File: config.mk
export PLATFORM = sky130hd
export DESIGN_NAME = aes_ctr_seq
export DESIGN_NICKNAME = d
export VERILOG_FILES = /design/src/rtl/aes_pkg.sv /design/src/rtl/aes_ctr_seq.sv
export SDC_FILE = /design/constraint.sdc
export NUM_CORES = 1
export LEC_CHECK = 0
export BUFFER_PORTS_ARGS = -buffer_cell sky130_fd_sc_hd__buf_2
export CORE_AREA = 5 5 336 338
export DETAILED_ROUTE_END_ITERATION = 8
export DIE_AREA = 0 0 341 343
export PLACE_DENSITY = 0.51
export SLEW_MARGIN = 5
export SYNTH_ARGS = -nofsm -noshare
export SYNTH_HDL_FRONTEND = slang
export SYNTH_SLANG_ARGS = --single-unit
File: constraint.sdc
create_clock -name clock -period 2.4 [get_ports clock]
set_input_delay 0.24 -clock clock [delete_from_list [all_inputs] [get_ports clock]]
set_output_delay 0.24 -clock clock [all_outputs]
set_load 0.02 [all_outputs]
File: src/rtl/aes_pkg.sv
// Shared widths and FSM state encoding for the AES-CTR command sequencer.
package aes_pkg;

  localparam int unsigned BLOCK_W = 128;
  localparam int unsigned KEY_W   = 256;
  localparam int unsigned IV_W    = 96;
  localparam int unsigned CTR_W   = 32;
  localparam int unsigned NBLK_W  = 3;

  // Sequencer states, kept as plain constants so older flows can consume them.
  typedef logic [2:0] state_t;
  localparam state_t StIdle  = 3'd0;
  localparam state_t StKey0  = 3'd1;
  localparam state_t StKey1  = 3'd2;
  localparam state_t StCtr   = 3'd3;
  localparam state_t StStart = 3'd4;
  localparam state_t StDrain = 3'd5;
  localparam state_t StDone  = 3'd6;

endpackage

File: src/rtl/aes_ctr_seq.sv
// AES-CTR command sequencer: feeds key halves and counter blocks to a batch AES
// core, then XORs the returned keystream with the plaintext stream one block at a time.
module aes_ctr_seq
  import aes_pkg::*;
#(
  parameter int unsigned      MAX_BLOCKS = 4,
  parameter logic [CTR_W-1:0] CTR_INIT   = 32'd2
) (
  input  logic               clock,
  input  logic               reset,
  input  logic               cmd_valid,
  output logic               cmd_ready,
  input  logic [KEY_W-1:0]   cmd_key,
  input  logic [IV_W-1:0]    cmd_iv,
  input  logic [NBLK_W-1:0]  cmd_nblk,
  input  logic [BLOCK_W-1:0] pt_data,
  input  logic               pt_valid,
  output logic               pt_ready,
  output logic [BLOCK_W-1:0] ct_data,
  output logic               ct_valid,
  input  logic               ct_ready,
  output logic               done,
  output logic               err,
  output logic [BLOCK_W-1:0] core_in_data,
  output logic               core_in_valid,
  input  logic               core_ready_for_inp,
  output logic               core_start,
  input  logic [BLOCK_W-1:0] core_out_data,
  input  logic               core_out_valid,
  output logic               core_ready_to_out
);

  state_t              state_q, state_d;
  logic [KEY_W-1:0]    key_q, key_d;
  logic [IV_W-1:0]     iv_q, iv_d;
  logic [NBLK_W-1:0]   nblk_q, nblk_d;
  logic [CTR_W-1:0]    ctr_q, ctr_d;
  logic [NBLK_W-1:0]   cnt_q, cnt_d;
  logic                gap_q, gap_d;
  logic                err_q, err_d;
  logic [BLOCK_W-1:0]  ks_q, ks_d;
  logic                ks_full_q, ks_full_d;

  logic cmd_fire, nblk_bad, sending, beat, ks_load, ct_fire, last;

  assign cmd_ready = (state_q == StIdle);
  assign cmd_fire  = cmd_valid && cmd_ready;
  assign nblk_bad  = 32'(cmd_nblk) > MAX_BLOCKS;
  assign sending   = (state_q == StKey0) || (state_q == StKey1) || (state_q == StCtr);

  // gap_q forces an idle cycle after every beat so each beat is a lone pulse.
  assign beat          = sending && core_ready_for_inp && !gap_q;
  assign core_in_valid = beat;
  assign core_start    = (state_q == StStart);

  // Only pull from the core when the single keystream slot is free.
  assign ks_load           = (state_q == StDrain) && core_out_valid && !ks_full_q;
  assign core_ready_to_out = ks_load;

  assign ct_valid = ks_full_q && pt_valid;
  assign pt_ready = ks_full_q && ct_ready;
  assign ct_fire  = ks_full_q && pt_valid && ct_ready;
  assign ct_data  = ks_full_q ? (ks_q ^ pt_data) : '0;

  assign done = (state_q == StDone);
  assign err  = err_q;

  // Shared beat/transfer counter reaches the last block of the command.
  assign last = (cnt_q + 3'd1) == nblk_q;

  // Core input payload selected by the sending state.
  always_comb begin
    core_in_data = '0;
    case (state_q)
      StKey0:  core_in_data = key_q[KEY_W-1 -: BLOCK_W];
      StKey1:  core_in_data = key_q[BLOCK_W-1:0];
      StCtr:   core_in_data = {iv_q, ctr_q};
      default: core_in_data = '0;
    endcase
  end

  // Next-state logic for the sequencer FSM, counters and keystream slot.
  always_comb begin
    state_d   = state_q;
    key_d     = key_q;
    iv_d      = iv_q;
    nblk_d    = nblk_q;
    ctr_d     = ctr_q;
    cnt_d     = cnt_q;
    err_d     = 1'b0;
    gap_d     = beat;
    ks_d      = ks_q;
    ks_full_d = ks_full_q;

    if (ks_load) begin
      ks_d      = core_out_data;
      ks_full_d = 1'b1;
    end else if (ct_fire) begin
      ks_full_d = 1'b0;
    end

    case (state_q)
      StIdle: begin
        if (cmd_fire) begin
          if (nblk_bad) begin
            err_d = 1'b1;
          end else begin
            key_d   = cmd_key;
            iv_d    = cmd_iv;
            nblk_d  = cmd_nblk;
            ctr_d   = CTR_INIT;
            cnt_d   = '0;
            state_d = (cmd_nblk == '0) ? StDone : StKey0;
          end
        end
      end
      StKey0: if (beat) state_d = StKey1;
      StKey1: if (beat) state_d = StCtr;
      StCtr: begin
        if (beat) begin
          ctr_d = ctr_q + 32'd1;
          if (last) begin
            cnt_d   = '0;
            state_d = StStart;
          end else begin
            cnt_d = cnt_q + 3'd1;
          end
        end
      end
      StStart: state_d = StDrain;
      StDrain: begin
        if (ct_fire) begin
          cnt_d = cnt_q + 3'd1;
          if (last) state_d = StDone;
        end
      end
      StDone:  state_d = StIdle;
      default: state_d = StIdle;
    endcase
  end

  // State registers with synchronous reset taking priority over any handshake.
  always_ff @(posedge clock) begin
    if (reset) begin
      state_q   <= StIdle;
      key_q     <= '0;
      iv_q      <= '0;
      nblk_q    <= '0;
      ctr_q     <= CTR_INIT;
      cnt_q     <= '0;
      gap_q     <= 1'b0;
      err_q     <= 1'b0;
      ks_q      <= '0;
      ks_full_q <= 1'b0;
    end else begin
      state_q   <= state_d;
      key_q     <= key_d;
      iv_q      <= iv_d;
      nblk_q    <= nblk_d;
      ctr_q     <= ctr_d;
      cnt_q     <= cnt_d;
      gap_q     <= gap_d;
      err_q     <= err_d;
      ks_q      <= ks_d;
      ks_full_q <= ks_full_d;
    end
  end

endmodule

==> reports/results.tsv <==
metric	value	unit
final net count	5164	
kind of critical path	reg -> out	
DRT Wirelength	122.3	mm
relative slew slack	32.30	%
Critical Path AT	2.28	ns
reg2reg end	iv_q[30]$_SDFFE_PP0P_	
Worst Setup SP	state_q[1]$_SDFFE_PP0P_	
Synth Register Bits	524	
ys flop type	dfxtp_1	
setup violators final	42	
skew final	0.01719	ns
FF-to-FF setup slack	0.10	ns
Final ANT Viol Nets	0	
Period minus WS final	2.524	ns
Syn Inst Count	3203	
gpl congestion	0.8836	
die height	343	µm
cells on worst reg2reg path	9	
Internal	19450	µW
port bufs	881	
TNS Setup	-0.9969	ns
Clock Pin Slew Worst Setup and Hold Paths	0.06	ns
area post-placement	0.02996	mm²
number of synthesis warnings	0	
Final Cycle Share	105.1	%
Max Freq	396.3	MHz
area grow syn2layout	66.32	%
part of the power in registers	34.4	%
Die W	341	µm
final core utilization	35.87	%
Async S/R FF share, synth	0	%
synth unique cells	45	
grt ovf	0	
drt wl/cell	20.19	µm
VDD IR max	0.4049	mV
initial cell density of the core	21.57	%
post-synthesis cell area	0.02367	mm²
largest net degree at the start of global routing	170	
Commonest cells post-synth	nand2_1 (981), a21oi_1 (621), dfxtp_1 (524), nor2_1 (293), clkbuf_1 (176)	
number of synthesized flops with an enable pin	0	
initial detailed-routing violation count	1556	
WHS	0.1297	ns
Mapped Avg Cell Area	7.391	µm²
residual DRC count	0	
max-cap viol count	0	
CTS sink cnt	524	
Hold Vio Cnt, Final	0	
Slew @ Worst Pin	1.016	ns
I/O pins	882	
share of the synthesized area in the top cell type	44.31	%
Seq/Total Area, Yosys	44.31	%
first-pass GRT wire length	171.9	mm
clock share of power	35.1	%
Worst Setup Start Kind	flip-flop	
layout cells sized above 1	27.43	%
Leak Pwr	0.01643	µW
RSZ-0062 raised after global routing	yes	
Detailed Routing Iterations Pass 1	5	
status	finished, violations left	
Post-DP HPWL	84.11	mm
Setup crit end kind	output port	
vias in the first global route	26990	
All-Layer GR Usage	19.42	%
Vias/cell	4.459	
HP Class	in -> reg	
switch share	32.76	%
Critical R2R Launch	state_q[1]$_SDFFE_PP0P_	
post-synth top area cell	dfxtp_1	
Worst Setup EP	core_in_data[69]	
required time worst endpoint	2.16	ns
most common cell in the netlist	nand2_1	
Logic pwr share	30.5	%
CTS tree	done	
final worst slack	-0.1236	ns
Root Buffer	clkbuf_16	
initial antenna violation count	64	
Core Area	0.1098	mm²
maximum clock path buffer count	3	
total CTS buffers	67	
Rows	122	
failing checks	negative setup slack	
post-route cell area	0.03937	mm²
vias	27020	
H-tree Lvls	3	
die area	0.1170	mm²
final slew viol count	0	
CP max FO	5	
Net Count, Synth	3823	
ranking of synthesized cells by area	dfxtp_1 (44%), nand2_1 (16%), a21oi_1 (13%), mux2i_1 (5.5%), xor2_1 (5.4%)	
power density cells	734.9	mW/mm²
Net Switching	9480	µW
Clk Latency, worst-skew pair	0.62	ns
layout by cell type (no fill, tap or decap), types with 5 or more instances in the layout:
| cell type | count |
|---|---|
| nand3_1 | 11 |
| inv_6 | 6 |
| xor2_1 | 146 |
| buf_4 | 147 |
| a21oi_1 | 593 |
| a21oi_2 | 24 |
| mux2i_2 | 17 |
| nor2_2 | 20 |
| clkbuf_8 | 12 |
| diode_2 | 41 |
| bufbuf_16 | 6 |
| dlygate4sd3_1 | 484 |
| o21ai_0 | 7 |
| o21a_1 | 12 |
| nor2_1 | 253 |
| clkbuf_16 | 75 |
| inv_1 | 5 |
| nand4_1 | 21 |
| clkinv_2 | 8 |
| nor3_1 | 9 |
| and2_1 | 133 |
| buf_6 | 12 |
| dfxtp_1 | 520 |
| and3_1 | 5 |
| clkbuf_1 | 17 |
| buf_16 | 23 |
| buf_2 | 794 |
| buf_12 | 34 |
| buf_8 | 11 |
| mux2i_4 | 21 |
| nand2_1 | 980 |
| xnor2_1 | 7 |
| nor2_4 | 20 |
| mux2i_1 | 91 |
per-stage QoR:
stage	power, µW	instances	setup slack [ns]
after global routing	30270	6045	-0.1795
final	28930	6060	-0.1236
after detailed placement	16170	5356	0.2175
after floorplan	13500	3203	0.4595
after CTS	28680	6008	-0.1706
after global placement	16120	5356	0.2584
routing by layer:
layer	track usage [%]	routed length (µm)	vias to the layer above	share of wire [%]
met5	0	210	-	0.17
met1	23.81	50610	12560	41
met3	4.762	8914	244	7.3
li1	-	-	13170	-
met2	32.36	57090	1020	47
met4	8.617	5521	32	4.5
worst min path at each step:
| stage | slack [ns] | start | end | cells past startpoint |
|---|---|---|---|---|
| final | 0.13 | reset | cnt_q[1]$_SDFFE_PP0P_ | 2 |
| after global routing | 0.12 | reset | key_q[142]$_SDFFE_PP0P_ | 2 |
| after CTS | 0.06 | reset | cnt_q[1]$_SDFFE_PP0P_ | 2 |
| after detailed placement | 0.45 | key_q[184]$_SDFFE_PP0P_ | key_q[184]$_SDFFE_PP0P_ | 2 |
| after global placement | 0.44 | key_q[131]$_SDFFE_PP0P_ | key_q[131]$_SDFFE_PP0P_ | 2 |
| after floorplan | 0.38 | cmd_iv[0] | iv_q[0]$_SDFFE_PP0P_ | 2 |
area by class of cell:
type / instances / area, µm²
fillers: 11370 / 70380
multi-input cells: 2423 / 12810
clock inverters: 21 / 256.5
flip-flops and latches: 524 / 10500
diodes: 41 / 102.6
well taps: 1426 / 1784
inverters: 8 / 63.81
repair buffers: 1519 / 11910
repair inverters: 1 / 11.26
clock buffers: 97 / 1931
repair_timing:
action                                  4_1_cts  5_1_grt
cloned                                       21        9
gates resized for setup                     193      121
endpoints found under the setup margin      126      141
pin swaps                                    12       20
setup buffers                                34       11
hold endpoints to repair                    485        0
hold buffers                                484        0
registers in the layout, indices dropped and copies added, names as in the netlist:
signal     flops
iv_q          96
state_q        3
ctr_q         32
gap_q          1
ks_q         128
key_q        256
err            1
cnt_q          3
nblk_q         3
ks_full_q      1
kinds of logic (layout without fill, tap and decap cells):
kind of cell	after synthesis	after routing	synth area share, %
mux	129	129	5.455
other cells	0	41	0
buf+inv	256	1646	4.456
flops	524	524	44.31
simple gates	1484	1484	25.86
fa+ha+maj	2	2	0.1057
compound gates	655	655	14.15
xor+xnor	153	153	5.661
worst max-delay path, stage by stage, from the launching register on:
cell and delay (ns):
dfxtp_4 0.36, buf_12 0.14, buf_12 0.14, buf_12 0.15
mux2i_1 0.13, nor2_2 0.21, a21oi_1 0.07, nor2_1 0.23
buf_2 0.22
power by group through the flow:
stage          clock network, µW  logic (µW)  registers [µW]
2_1_floorplan                  0        3560            9930
3_3_place_gp                   0        6090           10000
3_5_place_dp                   0        6110           10100
4_1_cts                    10500        8280            9910
5_1_grt                    10800        9440           10000
6_report                   10200        8830            9940
Note: power is estimated with default switching activity, not from simulation.
